$ cat src/rtl/ascon_absorb_engine_pkg.sv
// Shared types, mode helpers and round-constant function for the Ascon absorb stage.
// State lanes are packed so that x0 occupies the top 64 bits of the 320-bit vector.
package ascon_absorb_engine_pkg;

    localparam int STATE_W  = 320;
    localparam int LANE_W   = 64;
    localparam int RATE_MAX = 16;
    localparam int LAST_RND = 12;

    localparam logic [63:0] DSEP = 64'h8000_0000_0000_0000;

    typedef enum logic [1:0] {
        MODE_AEAD = 2'b00,
        MODE_HASH = 2'b01,
        MODE_XOF  = 2'b10,
        MODE_CXOF = 2'b11
    } mode_t;

    typedef enum logic [2:0] {
        S_IDLE,
        S_ABSORB,
        S_PERM,
        S_PAD,
        S_DONE
    } fsm_t;

    typedef struct packed {
        logic [LANE_W-1:0] x0;
        logic [LANE_W-1:0] x1;
        logic [LANE_W-1:0] x2;
        logic [LANE_W-1:0] x3;
        logic [LANE_W-1:0] x4;
    } state_t;

    function automatic logic [4:0] rate_bytes(mode_t m);
        return (m == MODE_AEAD) ? 5'd16 : 5'd8;
    endfunction

    function automatic logic [3:0] nr_rounds(mode_t m);
        return (m == MODE_AEAD) ? 4'd8 : 4'd12;
    endfunction

    // Every permutation ends on round 11, so the start index is 12 - NR.
    function automatic logic [3:0] first_round(mode_t m);
        return (m == MODE_AEAD) ? 4'd4 : 4'd0;
    endfunction

    function automatic logic [7:0] rc(logic [3:0] r);
        return {4'hF - r, r};
    endfunction

    function automatic logic [63:0] ror64(logic [63:0] v, int unsigned n);
        return (v >> n) | (v << (64 - n));
    endfunction

endpackage

$ cat src/rtl/ascon_absorb_engine_if.sv
// Rate-block stream between the feeder and the absorb engine.
interface ascon_absorb_engine_if;

    logic         blk_valid;
    logic         blk_ready;
    logic [127:0] blk_data;
    logic [4:0]   blk_bytes;
    logic         blk_last;

    modport master (
        output blk_valid,
        output blk_data,
        output blk_bytes,
        output blk_last,
        input  blk_ready
    );

    modport slave (
        input  blk_valid,
        input  blk_data,
        input  blk_bytes,
        input  blk_last,
        output blk_ready
    );

endinterface

$ cat src/rtl/ascon_absorb_engine_round.sv
// One combinational Ascon round: constant addition, bitsliced 5-bit s-box, linear diffusion.
module ascon_absorb_engine_round
    import ascon_absorb_engine_pkg::*;
(
    input  logic [3:0] rnd,
    input  state_t     s_in,
    output state_t     s_out
);

    logic [63:0] a0, a1, a2, a3, a4;
    logic [63:0] b0, b1, b2, b3, b4;
    logic [63:0] c0, c1, c2, c3, c4;

    always_comb begin
        // Round constant folded into the first s-box XOR on x2.
        a0 = s_in.x0 ^ s_in.x4;
        a1 = s_in.x1;
        a2 = s_in.x2 ^ {56'h0, rc(rnd)} ^ s_in.x1;
        a3 = s_in.x3;
        a4 = s_in.x4 ^ s_in.x3;

        b0 = a0 ^ (~a1 & a2);
        b1 = a1 ^ (~a2 & a3);
        b2 = a2 ^ (~a3 & a4);
        b3 = a3 ^ (~a4 & a0);
        b4 = a4 ^ (~a0 & a1);

        c0 = b0 ^ b4;
        c1 = b1 ^ b0;
        c2 = ~b2;
        c3 = b3 ^ b2;
        c4 = b4;

        s_out.x0 = c0 ^ ror64(c0, 19) ^ ror64(c0, 28);
        s_out.x1 = c1 ^ ror64(c1, 61) ^ ror64(c1, 39);
        s_out.x2 = c2 ^ ror64(c2, 1)  ^ ror64(c2, 6);
        s_out.x3 = c3 ^ ror64(c3, 10) ^ ror64(c3, 17);
        s_out.x4 = c4 ^ ror64(c4, 7)  ^ ror64(c4, 41);
    end

endmodule

$ cat src/rtl/ascon_absorb_engine.sv
// Streaming Ascon absorb stage: XORs padded rate blocks into the state and runs the
// permutation UNROLL rounds per clock (UNROLL must be 1, 2 or 4).
module ascon_absorb_engine
    import ascon_absorb_engine_pkg::*;
#(
    parameter int UNROLL = 1
)
(
    input  logic                   clk,
    input  logic                   rst_n,
    input  logic                   init_valid,
    input  logic [1:0]             mode_i,
    input  logic [STATE_W-1:0]     state_i,
    ascon_absorb_engine_if.slave   blk,
    output logic                   busy,
    output logic                   done,
    output logic [STATE_W-1:0]     state_o,
    output logic                   err
);

    fsm_t       fsm_q, fsm_d;
    state_t     st_q, st_d;
    mode_t      mode_q, mode_d;
    logic [3:0] rnd_q, rnd_d;
    logic       last_q, last_d;
    logic       pad_q, pad_d;
    logic       err_q, err_d;

    logic [4:0]   rate;
    logic         bad_blk;
    logic         perm_last;
    logic [127:0] mix;

    state_t [UNROLL:0] chain;

    assign chain[0] = st_q;

    for (genvar i = 0; i < UNROLL; i++) begin : g_rnd
        ascon_absorb_engine_round u_round (
            .rnd   (rnd_q + 4'(i)),
            .s_in  (chain[i]),
            .s_out (chain[i+1])
        );
    end

    assign rate      = rate_bytes(mode_q);
    assign bad_blk   = (blk.blk_bytes > rate) || (!blk.blk_last && blk.blk_bytes != rate);
    assign perm_last = (rnd_q == 4'(LAST_RND - UNROLL));

    // Data bytes below blk_bytes plus the 10* pad byte when the block is short.
    always_comb begin
        mix = '0;
        for (int k = 0; k < RATE_MAX; k++) begin
            if (5'(k) < blk.blk_bytes)
                mix[8*k +: 8] = blk.blk_data[8*k +: 8];
            else if (5'(k) == blk.blk_bytes && blk.blk_bytes < rate)
                mix[8*k +: 8] = 8'h01;
        end
    end

    always_comb begin
        fsm_d  = fsm_q;
        st_d   = st_q;
        mode_d = mode_q;
        rnd_d  = rnd_q;
        last_d = last_q;
        pad_d  = pad_q;
        err_d  = err_q;
        unique case (fsm_q)
            S_IDLE: begin
                if (init_valid) begin
                    st_d   = state_t'(state_i);
                    mode_d = mode_t'(mode_i);
                    err_d  = 1'b0;
                    fsm_d  = S_ABSORB;
                end
            end
            S_ABSORB: begin
                if (blk.blk_valid) begin
                    if (bad_blk) begin
                        err_d = 1'b1;
                    end else begin
                        st_d.x0 = st_q.x0 ^ mix[63:0];
                        st_d.x1 = st_q.x1 ^ mix[127:64];
                        rnd_d   = first_round(mode_q);
                        last_d  = blk.blk_last;
                        pad_d   = blk.blk_last && (blk.blk_bytes == rate);
                        fsm_d   = S_PERM;
                    end
                end
            end
            S_PERM: begin
                st_d  = chain[UNROLL];
                rnd_d = rnd_q + 4'(UNROLL);
                if (perm_last) begin
                    if (pad_q) begin
                        fsm_d = S_PAD;
                    end else if (last_q) begin
                        if (mode_q == MODE_AEAD)
                            st_d.x4 = chain[UNROLL].x4 ^ DSEP;
                        fsm_d = S_DONE;
                    end else begin
                        fsm_d = S_ABSORB;
                    end
                end
            end
            S_PAD: begin
                // Full-rate final block: the pad lands alone in the next rate block.
                st_d.x0[7:0] = st_q.x0[7:0] ^ 8'h01;
                pad_d        = 1'b0;
                rnd_d        = first_round(mode_q);
                fsm_d        = S_PERM;
            end
            S_DONE: begin
                fsm_d = S_IDLE;
            end
            default: begin
                fsm_d = S_IDLE;
            end
        endcase
    end

    always_ff @(posedge clk or negedge rst_n) begin
        if (!rst_n) begin
            fsm_q  <= S_IDLE;
            st_q   <= '0;
            mode_q <= MODE_AEAD;
            rnd_q  <= '0;
            last_q <= 1'b0;
            pad_q  <= 1'b0;
            err_q  <= 1'b0;
        end else begin
            fsm_q  <= fsm_d;
            st_q   <= st_d;
            mode_q <= mode_d;
            rnd_q  <= rnd_d;
            last_q <= last_d;
            pad_q  <= pad_d;
            err_q  <= err_d;
        end
    end

    assign blk.blk_ready = (fsm_q == S_ABSORB);
    assign busy          = (fsm_q != S_IDLE);
    assign done          = (fsm_q == S_DONE);
    assign state_o       = st_q;
    assign err           = err_q;

endmodule

$ cat src/flat_wrapper.sv
// flat-port wrapper written by rule: the top's interface ports become plain ports
module ascon_absorb_engine_flat import ascon_absorb_engine_pkg::*;
#(
    parameter int UNROLL = 1
)
  (clk, rst_n, init_valid, mode_i, state_i, busy, done, state_o, err, blk_blk_valid, blk_blk_data, blk_blk_bytes, blk_blk_last, blk_blk_ready);
  ascon_absorb_engine_if blk_i ();
  input  logic clk;
  input  logic rst_n;
  input  logic init_valid;
  input  logic [1:0] mode_i;
  input  logic [STATE_W-1:0] state_i;
  output logic busy;
  output logic done;
  output logic [STATE_W-1:0] state_o;
  output logic err;
  input wire logic [$bits(blk_i.blk_valid)-1:0] blk_blk_valid;
  input wire logic [$bits(blk_i.blk_data)-1:0] blk_blk_data;
  input wire logic [$bits(blk_i.blk_bytes)-1:0] blk_blk_bytes;
  input wire logic [$bits(blk_i.blk_last)-1:0] blk_blk_last;
  output wire logic [$bits(blk_i.blk_ready)-1:0] blk_blk_ready;
  assign blk_i.blk_valid = blk_blk_valid;
  assign blk_i.blk_data = blk_blk_data;
  assign blk_i.blk_bytes = blk_blk_bytes;
  assign blk_i.blk_last = blk_blk_last;
  assign blk_blk_ready = blk_i.blk_ready;
  ascon_absorb_engine #(.UNROLL(UNROLL)) u_core (.clk(clk), .rst_n(rst_n), .init_valid(init_valid), .mode_i(mode_i), .state_i(state_i), .blk(blk_i), .busy(busy), .done(done), .state_o(state_o), .err(err));
endmodule
$ cat config.mk
export PLATFORM = sky130hd
export DESIGN_NAME = ascon_absorb_engine_flat
export DESIGN_NICKNAME = d
export VERILOG_FILES = /design/src/rtl/ascon_absorb_engine_pkg.sv /design/src/rtl/ascon_absorb_engine_if.sv /design/src/rtl/ascon_absorb_engine_round.sv /design/src/rtl/ascon_absorb_engine.sv /design/src/flat_wrapper.sv
export SDC_FILE = /design/constraint.sdc
export NUM_CORES = 2
export LEC_CHECK = 0
export CORE_AREA = 3 3 352 267
export CTS_BUF_LIST = sky130_fd_sc_hd__clkbuf_4 sky130_fd_sc_hd__clkbuf_8
export CTS_CLUSTER_SIZE = 24
export DETAILED_ROUTE_END_ITERATION = 10
export DIE_AREA = 0 0 355 270
export MAX_ROUTING_LAYER = met4
export PLACE_DENSITY = 0.68
export SLEW_MARGIN = 20
export SYNTH_ARGS = -nofsm -noshare
export SYNTH_HDL_FRONTEND = slang
export SYNTH_SLANG_ARGS = --single-unit
$ cat constraint.sdc
create_clock -name clk -period 3 [get_ports clk]
set_input_delay 0.3 -clock clk [delete_from_list [all_inputs] [get_ports clk]]
set_output_delay 0.3 -clock clk [all_outputs]
set_load 0.02 [all_outputs]
==> results.toml <==
[synthesis]
ys_seq_area_share_pct = 26.26
synth_top_cell_area_share_pct = 26.47
synth_nets = 4312
syn_avg_cell_area_um2 = 8.502
yosysMostFrequentCell = "xnor2_1"
synth_compound_area_share_pct = 17.24
synthAdderAreaFrac_pct = 6.320
netlist_area_um2 = 31640
synth_top_cell_by_area = "xnor2_1"
synth_ff_type = "dfrtp_1"
synth-edff-count = 0
synth_commonest_cells = "xnor2_1, nand2_1, dfrtp_1"
async_flop_share_pct = 100.0
ys_types = 57
ys_ff_latch = 332
synth_top_family_by_area = "XOR/XNOR gates"
synth_xor_area_share_pct = 35.69
synthCells = 3721
yosys_warnings = 0
synth-simple-area-share_pct = 9.868
synthTopCellsByArea = "xnor2_1, dfrtp_1, xor2_1"
synth.area.mux_share_pct = 0.4232

[timing]
finClkSkew_ns = 0.04041
maxSlewViolCount = 0
final_hold_viol_count = 0
fmax_mhz = 347.4
post-route-min-period_ns = 2.879
fin_crit_sh_pct = 95.95
rsz0062_at_grt = "false"
worst_pin_slew_ns = 1.151
max_slew_margin_pct = 22.71
setup_viol = 0

[placed_design]
dp_hpwl_um = 164200
io_buffers = 783
gp_congestion = 1.094
placed_area_um2 = 44170

[cts]
cts_hold_buf = 1
clk_pin_slew_ns = 0.06
h-tree-depth = 3
cts.sinks = 332
cts-root-buf = "clkbuf_8"
post-cts-setup-buffers = 0
cts_made_buffers = 69
clk_path_buf_depth = 3
cts_tree = "done"
ctsResizeCount = 0
worstSkewPairLatency_ns = 0.73

[worst_setup_path]
cp.required_ns = 2.70
critPathKind = "flop to output port"
path_cells = "nor2b_1 > nand2_4 > clkinv_2 > clkdlybuf4s50_1"
crit_buf_inv = 2
critPathTopFamily = "buffers and inverters"
critical_path.endpoint_type = "output port"
worstSetupStartpointType = "flop"
critical_path.max_fanout = 9
critPathSlowestCell = "clkdlybuf4s50_1"
max_stage_delay_ns = 0.65
arrival_ns = 2.58

[floorplanning]
dieHeight_um = 270
initial_core_util_pct = 34.75
die_w_um = 355
core_area_um2 = 91050
die_area_um2 = 95850
io-pin-count = 784
rows = 96

[worst_hold_path]
min_path_type = "input pin to flop"

[global_routing]
track_usage_pct = 41.06
grt_max_degree = 121
grt_pass1_wl_um = 268200
antenna_found_initial = 19
gr-total-overflow = 0
grt_pass1_vias = 33200

[run]
cap_violations = 0

[routing]
vias_per_cell = 5.638
wl_per_cell_um = 32.20
dr.pass1.iters = 6
drt_iter0_drc = 4795
ant_nets = 0
wirelength_um = 198500
routed-via-count = 34760
drc = 0

[outcome]
status = "complete, no violations"

[layout]
area_delta_synth_final_pct = 44.51
drive_above_1_share_pct = 12.72
nets = 5464
final_area_um2 = 45720
## layout make-up
cell class | count | area (um^2)
fillers | 8869 | 45330
multi-input cells | 3051 | 22070
repair buffers | 1249 | 11640
flip-flops and latches | 332 | 8308
well taps | 1225 | 1533
clock buffers | 109 | 1375
inverters | 170 | 639.4
clock inverters | 11 | 107.6
diodes | 18 | 45.04
## worst paths after layout
| kind | startpoint | to | slack, ns | cells after the start |
|---|---|---|---|---|
| setup / recovery | u_core.fsm_q[0]$_DFFE_PN0P_ | blk_blk_ready | 0.12 | 4 |
| hold / removal | state_i[190] | u_core.state_o[190]$_DFFE_PN0P_ | 0.14 | 3 |
| setup reg to reg | u_core.mode_q[1]$_DFFE_PN0P_ | u_core.state_o[208]$_DFFE_PN0P_ | 0.20 | 11 |
| hold reg to reg | u_core.last_q$_DFFE_PN0P_ | u_core.last_q$_DFFE_PN0P_ | 0.51 | 1 |
| max in group asynchronous | rst_n | u_core.state_o[259]$_DFFE_PN0P_ | 1.87 | 3 |
| min in group asynchronous | rst_n | u_core.state_o[103]$_DFFE_PN0P_ | 0.18 | 2 |
## metal layers
layer	wire length (um)	track usage, %	vias to the layer above
li1	-	-	14840
met1	79110	52.60	17200
met2	85070	60.13	2306
met3	24310	12.23	412
met4	10050	16.91	0
met5	0	-	-
## worst min-delay path, stage by stage
cell and delay (ns):
clkdlybuf4s50_1 0.40, nand2_1 0.06, a31oi_1 0.07
## through the flow
stage	util (%)	setup TNS, ns	setup slack (ns)	cells	hold slack [ns]
after CTS	50.16	0	0.01437	6147	0.1196
after detailed placement	48.52	0	0.04268	6026	0.3484
final	50.21	0	0.1214	6165	0.1434
after global placement	48.52	-0.003308	-0.003308	6026	0.3499
after global routing	50.21	0	0.03014	6165	0.1332
after floorplan	-	0	0.7043	3721	0.004409
## sequential cells by signal, summed over array words and instances (netlist names)
name,count
u_core.err,1
u_core.fsm_q,3
u_core.last_q,1
u_core.mode_q,2
u_core.pad_q,1
u_core.rnd_q,4
u_core.state_o,320
## placed cells by master (no fill, tap or decap), types with 29 or more instances in the layout
cell | Yosys | layout
xnor2_1 | 956 | 956
clkdlybuf4s50_1 | 0 | 781
nand2_1 | 444 | 442
buf_4 | 0 | 441
dfrtp_1 | 332 | 332
o21ai_0 | 290 | 290
nor2_1 | 272 | 270
xor2_1 | 203 | 203
a21oi_1 | 197 | 197
inv_1 | 169 | 169
ha_1 | 131 | 131
a22oi_1 | 112 | 112
clkbuf_8 | 0 | 89
a221oi_1 | 39 | 39
o22ai_1 | 39 | 39
xnor3_1 | 37 | 37
a21o_1 | 37 | 36
maj3_1 | 36 | 36
and3_1 | 29 | 29
## cell families after synthesis
logic type                 count (synthesis)
adders and majority gates                167
xor gates and xnor gates                1214
and+or+nand+nor                          784
AOI/OAI and AO/OA                        873
DFF                                      332
buffers and inverters                    338
muxes                                     13
Power is not shown: default switching activity piles up to over one toggle a cycle in this logic, so the estimate is an artifact.
